[src/rtl/fdiv_iq_pkg.sv]
// Shared types and helpers for the FP divide/sqrt issue queue.
// Entry layout plus the wrap-aware ROB age comparison.
package fdiv_iq_pkg;

  localparam int FDIV_IQ_DEPTH = 4;
  localparam int FDIV_ROB_W    = 6;
  localparam int FDIV_PREG_W   = 7;
  localparam int FDIV_WK_NUM   = 4;

  typedef struct packed {
    logic [FDIV_ROB_W-1:0]  robIdx;
    logic [FDIV_PREG_W-1:0] rd;
    logic [FDIV_PREG_W-1:0] rs1;
    logic [FDIV_PREG_W-1:0] rs2;
    logic                   rs1_rdy;
    logic                   rs2_rdy;
    logic                   div;
    logic                   db;
    logic [2:0]             rm;
  } FDivIQEntry;

  // a strictly older than b; MSB is the ROB wrap bit
  function automatic logic loop_older(
    input logic [FDIV_ROB_W-1:0] a,
    input logic [FDIV_ROB_W-1:0] b
  );
    logic [FDIV_ROB_W-2:0] av;
    logic [FDIV_ROB_W-2:0] bv;
    av = a[FDIV_ROB_W-2:0];
    bv = b[FDIV_ROB_W-2:0];
    if (a[FDIV_ROB_W-1] == b[FDIV_ROB_W-1])
      return av < bv;
    return av > bv;
  endfunction

endpackage

[src/rtl/fdiv_iq_age_matrix.sv]
// Age matrix for the fdiv issue queue.
// Row i holds the entries older than entry i; picks the oldest candidate.
module fdiv_iq_age_matrix
  import fdiv_iq_pkg::*;
#(
  parameter int DEPTH = FDIV_IQ_DEPTH
) (
  input  logic             clk,
  input  logic             rst,
  input  logic [DEPTH-1:0] enq_oh,
  input  logic [DEPTH-1:0] row_init,
  input  logic [DEPTH-1:0] free,
  input  logic [DEPTH-1:0] cand,
  output logic [DEPTH-1:0] oldest
);

  logic [DEPTH-1:0] age_q [DEPTH];

  always_comb begin
    for (int i = 0; i < DEPTH; i++)
      oldest[i] = cand[i] & ~|(age_q[i] & cand);
  end

  always_ff @(posedge clk or posedge rst) begin
    if (rst) begin
      for (int i = 0; i < DEPTH; i++)
        age_q[i] <= '0;
    end else begin
      for (int i = 0; i < DEPTH; i++) begin
        for (int j = 0; j < DEPTH; j++)
          if (free[j]) age_q[i][j] <= 1'b0;
        if (enq_oh[i]) age_q[i] <= row_init;
      end
    end
  end

endmodule

[src/rtl/fdiv_issue_queue.sv]
// Age-ordered issue queue feeding the single-op FP divide/sqrt unit.
// Tracks operand wakeups, issues oldest ready op, handles redirects.
module fdiv_issue_queue
  import fdiv_iq_pkg::*;
#(
  parameter int DEPTH      = FDIV_IQ_DEPTH,
  parameter int ROB_WIDTH  = FDIV_ROB_W,
  parameter int PREG_WIDTH = FDIV_PREG_W,
  parameter int WAKEUP_NUM = FDIV_WK_NUM
) (
  input  logic                           clk,
  input  logic                           rst,
  input  logic                           enq_valid,
  output logic                           enq_ready,
  input  logic [ROB_WIDTH-1:0]           enq_robIdx,
  input  logic [PREG_WIDTH-1:0]          enq_rd,
  input  logic [PREG_WIDTH-1:0]          enq_rs1,
  input  logic [PREG_WIDTH-1:0]          enq_rs2,
  input  logic                           enq_rs1_rdy,
  input  logic                           enq_rs2_rdy,
  input  logic                           enq_div,
  input  logic                           enq_db,
  input  logic [2:0]                     enq_rm,
  input  logic [WAKEUP_NUM-1:0]          wk_en,
  input  logic [WAKEUP_NUM*PREG_WIDTH-1:0] wk_rd,
  output logic                           issue_en,
  output logic [ROB_WIDTH-1:0]           issue_robIdx,
  output logic [PREG_WIDTH-1:0]          issue_rd,
  output logic [PREG_WIDTH-1:0]          issue_rs1,
  output logic [PREG_WIDTH-1:0]          issue_rs2,
  output logic                           issue_div,
  output logic                           issue_db,
  output logic [2:0]                     issue_rm,
  input  logic                           fu_done,
  input  logic                           redirect,
  input  logic [ROB_WIDTH-1:0]           redirect_idx
);

  FDivIQEntry       ent_q [DEPTH];
  FDivIQEntry       sel_ent;
  FDivIQEntry       enq_ent;
  logic [DEPTH-1:0] valid_q;
  logic [DEPTH-1:0] flush;
  logic [DEPTH-1:0] cand;
  logic [DEPTH-1:0] oldest;
  logic [DEPTH-1:0] sel_oh;
  logic [DEPTH-1:0] freed;
  logic [DEPTH-1:0] enq_oh;
  logic [DEPTH-1:0] enq_wr;
  logic [DEPTH-1:0] rs1_wk;
  logic [DEPTH-1:0] rs2_wk;
  logic             busy_q;
  logic             sel_any;
  logic             found;
  logic             enq_fire;
  logic             inflight_kill;

  function automatic logic woken(
    input logic [PREG_WIDTH-1:0]            p,
    input logic [WAKEUP_NUM-1:0]            en,
    input logic [WAKEUP_NUM*PREG_WIDTH-1:0] rd
  );
    logic hit;
    hit = 1'b0;
    for (int k = 0; k < WAKEUP_NUM; k++)
      if (en[k] && rd[k*PREG_WIDTH +: PREG_WIDTH] == p)
        hit = 1'b1;
    return hit;
  endfunction

  assign enq_ready = ~&valid_q;

  always_comb begin
    flush  = '0;
    cand   = '0;
    rs1_wk = '0;
    rs2_wk = '0;
    for (int i = 0; i < DEPTH; i++) begin
      flush[i] = redirect & valid_q[i]
               & ~loop_older(ent_q[i].robIdx, redirect_idx);
      cand[i]  = valid_q[i] & ent_q[i].rs1_rdy
               & ent_q[i].rs2_rdy & ~flush[i];
      rs1_wk[i] = woken(ent_q[i].rs1, wk_en, wk_rd);
      rs2_wk[i] = woken(ent_q[i].rs2, wk_en, wk_rd);
    end
  end

  // the unit takes a new op on the same cycle it drains the old one
  always_comb begin
    sel_oh  = (~busy_q | fu_done) ? oldest : '0;
    sel_any = |sel_oh;
    freed   = flush | sel_oh;
    sel_ent = '0;
    for (int i = 0; i < DEPTH; i++)
      if (sel_oh[i]) sel_ent = ent_q[i];
  end

  always_comb begin
    enq_oh = '0;
    found  = 1'b0;
    for (int i = 0; i < DEPTH; i++)
      if (!valid_q[i] && !found) begin
        enq_oh[i] = 1'b1;
        found     = 1'b1;
      end
    enq_fire = enq_valid & enq_ready
             & ~(redirect & ~loop_older(enq_robIdx, redirect_idx));
    enq_wr = enq_fire ? enq_oh : '0;
    enq_ent.robIdx  = enq_robIdx;
    enq_ent.rd      = enq_rd;
    enq_ent.rs1     = enq_rs1;
    enq_ent.rs2     = enq_rs2;
    enq_ent.rs1_rdy = enq_rs1_rdy | woken(enq_rs1, wk_en, wk_rd);
    enq_ent.rs2_rdy = ~enq_div | enq_rs2_rdy
                    | woken(enq_rs2, wk_en, wk_rd);
    enq_ent.div     = enq_div;
    enq_ent.db      = enq_db;
    enq_ent.rm      = enq_rm;
  end

  assign inflight_kill = redirect & busy_q
                       & ~loop_older(issue_robIdx, redirect_idx);

  fdiv_iq_age_matrix #(.DEPTH(DEPTH)) u_age (
    .clk      (clk),
    .rst      (rst),
    .enq_oh   (enq_wr),
    .row_init (valid_q & ~freed),
    .free     (freed),
    .cand     (cand),
    .oldest   (oldest)
  );

  always_ff @(posedge clk or posedge rst) begin
    if (rst) begin
      valid_q      <= '0;
      busy_q       <= 1'b0;
      issue_en     <= 1'b0;
      issue_robIdx <= '0;
      issue_rd     <= '0;
      issue_rs1    <= '0;
      issue_rs2    <= '0;
      issue_div    <= 1'b0;
      issue_db     <= 1'b0;
      issue_rm     <= '0;
      for (int i = 0; i < DEPTH; i++)
        ent_q[i] <= '0;
    end else begin
      for (int i = 0; i < DEPTH; i++) begin
        if (freed[i]) begin
          valid_q[i] <= 1'b0;
        end else begin
          if (rs1_wk[i]) ent_q[i].rs1_rdy <= 1'b1;
          if (rs2_wk[i]) ent_q[i].rs2_rdy <= 1'b1;
        end
        if (enq_wr[i]) begin
          valid_q[i] <= 1'b1;
          ent_q[i]   <= enq_ent;
        end
      end
      issue_en <= sel_any;
      if (sel_any) begin
        issue_robIdx <= sel_ent.robIdx;
        issue_rd     <= sel_ent.rd;
        issue_rs1    <= sel_ent.rs1;
        issue_rs2    <= sel_ent.rs2;
        issue_div    <= sel_ent.div;
        issue_db     <= sel_ent.db;
        issue_rm     <= sel_ent.rm;
      end
      if (sel_any)
        busy_q <= 1'b1;
      else if (fu_done | inflight_kill)
        busy_q <= 1'b0;
    end
  end

endmodule
[config.mk]
export PLATFORM = sky130hd
export DESIGN_NAME = fdiv_issue_queue
export DESIGN_NICKNAME = d
export VERILOG_FILES = /design/src/rtl/fdiv_iq_pkg.sv /design/src/rtl/fdiv_iq_age_matrix.sv /design/src/rtl/fdiv_issue_queue.sv
export SDC_FILE = /design/constraint.sdc
export NUM_CORES = 1
export LEC_CHECK = 0
export ABC_AREA = 1
export CORE_ASPECT_RATIO = 0.8
export CORE_UTILIZATION = 26
export DETAILED_ROUTE_END_ITERATION = 8
export HOLD_SLACK_MARGIN = 0.15
export PLACE_DENSITY_LB_ADDON = 0.25
export SYNTH_ARGS = -nofsm -noshare
export SYNTH_HDL_FRONTEND = slang
export SYNTH_HIERARCHICAL = 1
export SYNTH_SLANG_ARGS = --single-unit
[constraint.sdc]
create_clock -name clk -period 11.9 [get_ports clk]
set_clock_uncertainty 0.1 [all_clocks]
set_input_delay 3.57 -clock clk [delete_from_list [all_inputs] [get_ports clk]]
set_output_delay 3.57 -clock clk [all_outputs]
set_load 0.01 [all_outputs]
==> results.py <==
metrics = {
    "finish": {
        "layout_common_cells": "970 x nand2_1, 271 x inv_1, 190 x dfrtp_1, 189 x nor2_1, 130 x o21ai_1",
        "syn_to_final_growth_pct": 16.1,
        "drive_above_1_share_pct": 2.88,
        "multiInputGateArea_um2": 7480,
        "seq_area_um2": 4750,
        "fillerInstances": 5766,
        "mostFrequentLayoutCell": "nand2_1",
        "layout.nets": 2388,
        "diodes": 0,
    },
    "timing": {
        "rsz0062_at_grt": "false",
        "timing.fmax_ghz": 0.143,
        "setup_viol": 0,
        "fin_setup_tns_ns": 0,
        "timing.hold.ws_ns": 0.391,
        "final_hold_viol_count": 0,
        "postLayoutSetupSlackWorst_ns": 4.91,
        "tightest_slew_ns": 1.04,
        "max_slew_margin_pct": 30.3,
        "fin_crit_sh_pct": 58.8,
        "drv_slew": 0,
        "fin_crit_ns": 6.99,
    },
    "hold_path": {
        "hold_path_startpoint": "ent_q[104]",
        "hp-class": "reg -> reg",
    },
    "place": {
        "io_buffers": 110,
        "gp_congestion": 0.991,
        "dp_worst_setup_slack_ns": 4.46,
        "dp_hpwl_um": 40500,
    },
    "critical_path": {
        "required_ns": 12.13,
        "r2r-start": "ent_q[134]",
        "critical_path_class": "in -> reg",
        "path_max_fanout": 18,
        "crit_start": "redirect_idx[4]",
        "worst_ep_arrival_time_ns": 7.23,
        "end_kind": "register",
        "startpoint_type": "input port",
    },
    "global_route": {
        "antenna_found_initial": 1,
        "grt_pass1_wl_um": 88100,
        "grt_max_degree": 95,
        "gr-total-overflow": 0,
        "grt_pass1_vias": 13488,
        "track_usage_pct": 21.9,
    },
    "synth": {
        "yosysSeqAreaShare_pct": 34.4,
        "netlist-cell-type-count": 28,
        "syn_inst": 2235,
        "ys_warn_count": 6,
        "synth_area_per_cell_um2": 6.19,
        "async_flop_share_pct": 100,
        "synthFlopType": "dfrtp_1",
        "synth_area_um2": 13800,
        "synth_edf_count": 0,
        "syn_nets": 2342,
        "synth_seq_cells": 190,
    },
    "cts": {
        "numCtsBuffers": 17,
        "cts_tree": "built",
        "clockBufferDepth": 2,
        "htreeDepth": 4,
        "postCtsHoldBufs": 0,
        "cts_setup_buffers": 0,
        "path_clk_slew_ns": 0.07,
        "cts_resized": 0,
        "cts_root_buf": "clkbuf_16",
        "clock_latency_ns": 0.47,
        "cts_sinks": 190,
    },
    "floorplan": {
        "die_h_um": 208,
        "initial_core_util_pct": 26.4,
        "die_area_um2": 54200,
        "die_w_um": 260,
        "core_region_area_um2": 52500,
        "fp-row-count": 75,
        "io_pins": 111,
    },
    "route": {
        "first_pass_iters": 5,
        "drtIter0Drc": 1456,
        "vias": 14403,
        "antenna_left": 0,
        "route.detailed.drc": 0,
        "detail_route.wl_per_cell_um": 19.7,
        "routed_wl_um": 58900,
        "via_per_inst": 4.82,
    },
    "pwr": {
        "p_comb_share_pct": 47.0,
        "swShare_pct": 47.5,
        "power_density_nw_per_um2": 223,
        "leakage_nw": 8.28,
        "clkPwrFrac_pct": 17.2,
        "p_sw_mw": 1.70,
        "vdd_ir_drop_max_mv": 0.120,
        "cellInternalPower_mw": 1.88,
        "sequentialPowerShare_pct": 35.8,
    },
    "status": {
        "status": "finished, final reports clean",
    },
    "job": {
        "max_cap_viol_count": 0,
    },
}
## synth_stat cells, types with 30 or more instances
| library cell | number | area [um2] |
|---|---|---|
| xnor2_1 | 45 | 394 |
| nand3_1 | 86 | 430 |
| o22ai_1 | 33 | 206 |
| a21oi_1 | 46 | 230 |
| inv_1 | 272 | 1020 |
| dfrtp_1 | 190 | 4750 |
| o21ai_0 | 41 | 205 |
| ha_1 | 30 | 375 |
| o21ai_1 | 130 | 651 |
| o211ai_1 | 34 | 255 |
| nand2_1 | 971 | 3640 |
| nor2_1 | 189 | 709 |
| buf_2 | 58 | 290 |
## through the flow
step	power [mW]	instances	utilization [%]	instance area [um2]
floorplan	2.34	2235	-	13800
global placement	2.95	2955	29.4	15400
detailed placement	2.97	2955	29.4	15400
CTS	3.60	2987	30.6	16100
global route	3.89	2987	30.6	16100
finish	3.58	2987	30.6	16100
## routing by layer
layer	vias up	track usage, %	share of wire [%]
met3	116	4.57	8.4
met1	6689	31.6	47
met2	605	31.6	42
li1	6993	-	-
met5	-	0	0
met4	0	8.22	3.2
## worst max-delay path, stage by stage
cell and delay (ns):
clkdlybuf4s50_1 0.45, inv_1 0.12, ha_1 0.33, nand2_1 0.07, nor2_1 0.14, nand2_1 0.09
nand3_1 0.07, nand2_1 0.05, nand3_1 0.10, nand4_1 0.10, inv_1 0.12, nand3_1 0.09
nor2_1 0.19, buf_4 0.31, inv_1 0.06, nand2_1 0.52, buf_4 0.40, nor2_1 0.10
o22ai_1 0.21, o211ai_1 0.11
## logic make-up after synthesis
group	count (synthesis)	share of synthesized area, %
AND/OR/NAND/NOR	1281	36.5
AO/OA/AOI/OAI	285	11.2
flip-flops	190	34.4
buffers and inverters	392	11.6
XOR/XNOR	57	3.61
adder cells (fa/ha/maj)	30	2.71
## power by group through the flow
stage	sequential [mW]	clock [mW]	combinational, mW
6_report	1.28	0.617	1.68
5_1_grt	1.32	0.654	1.91
4_1_cts	1.28	0.633	1.69
3_5_place_dp	1.29	0	1.68
3_3_place_gp	1.29	0	1.66
2_1_floorplan	1.14	0	1.20
## sequential cells by signal, summed over array words and instances (netlist names)
| register | cells |
|---|---|
| issue_db | 1 |
| issue_rm | 3 |
| issue_rs1 | 7 |
| issue_rs2 | 7 |
| busy_q | 1 |
| u_age/age_q | 16 |
| issue_div | 1 |
| issue_rd | 7 |
| issue_en | 1 |
| valid_q | 4 |
| ent_q | 136 |
| issue_robIdx | 6 |
## worst paths after layout
check | to | slack (ns) | cells past startpoint
max | issue_rs1[5] | 4.91 | 20
min | ent_q[104] | 0.39 | 2
max reg2reg | issue_rs1[5] | 8.18 | 18
min reg2reg | ent_q[104] | 0.39 | 2
max in group asynchronous | issue_rs1[4] | 6.55 | 3
min in group asynchronous | valid_q[3] | 3.58 | 2
## cell type report
cell class                      count  area share [%]
Timing Repair Buffer              128            7.69
Tap cell                          693            5.40
Inverter                          291            6.86
Multi-Input combinational cell   1653            46.6
Sequential cell                   190            29.6
Clock buffer                       18            2.67
Clock inverter                     14            1.20
Note: power is estimated with default switching activity, not from simulation.
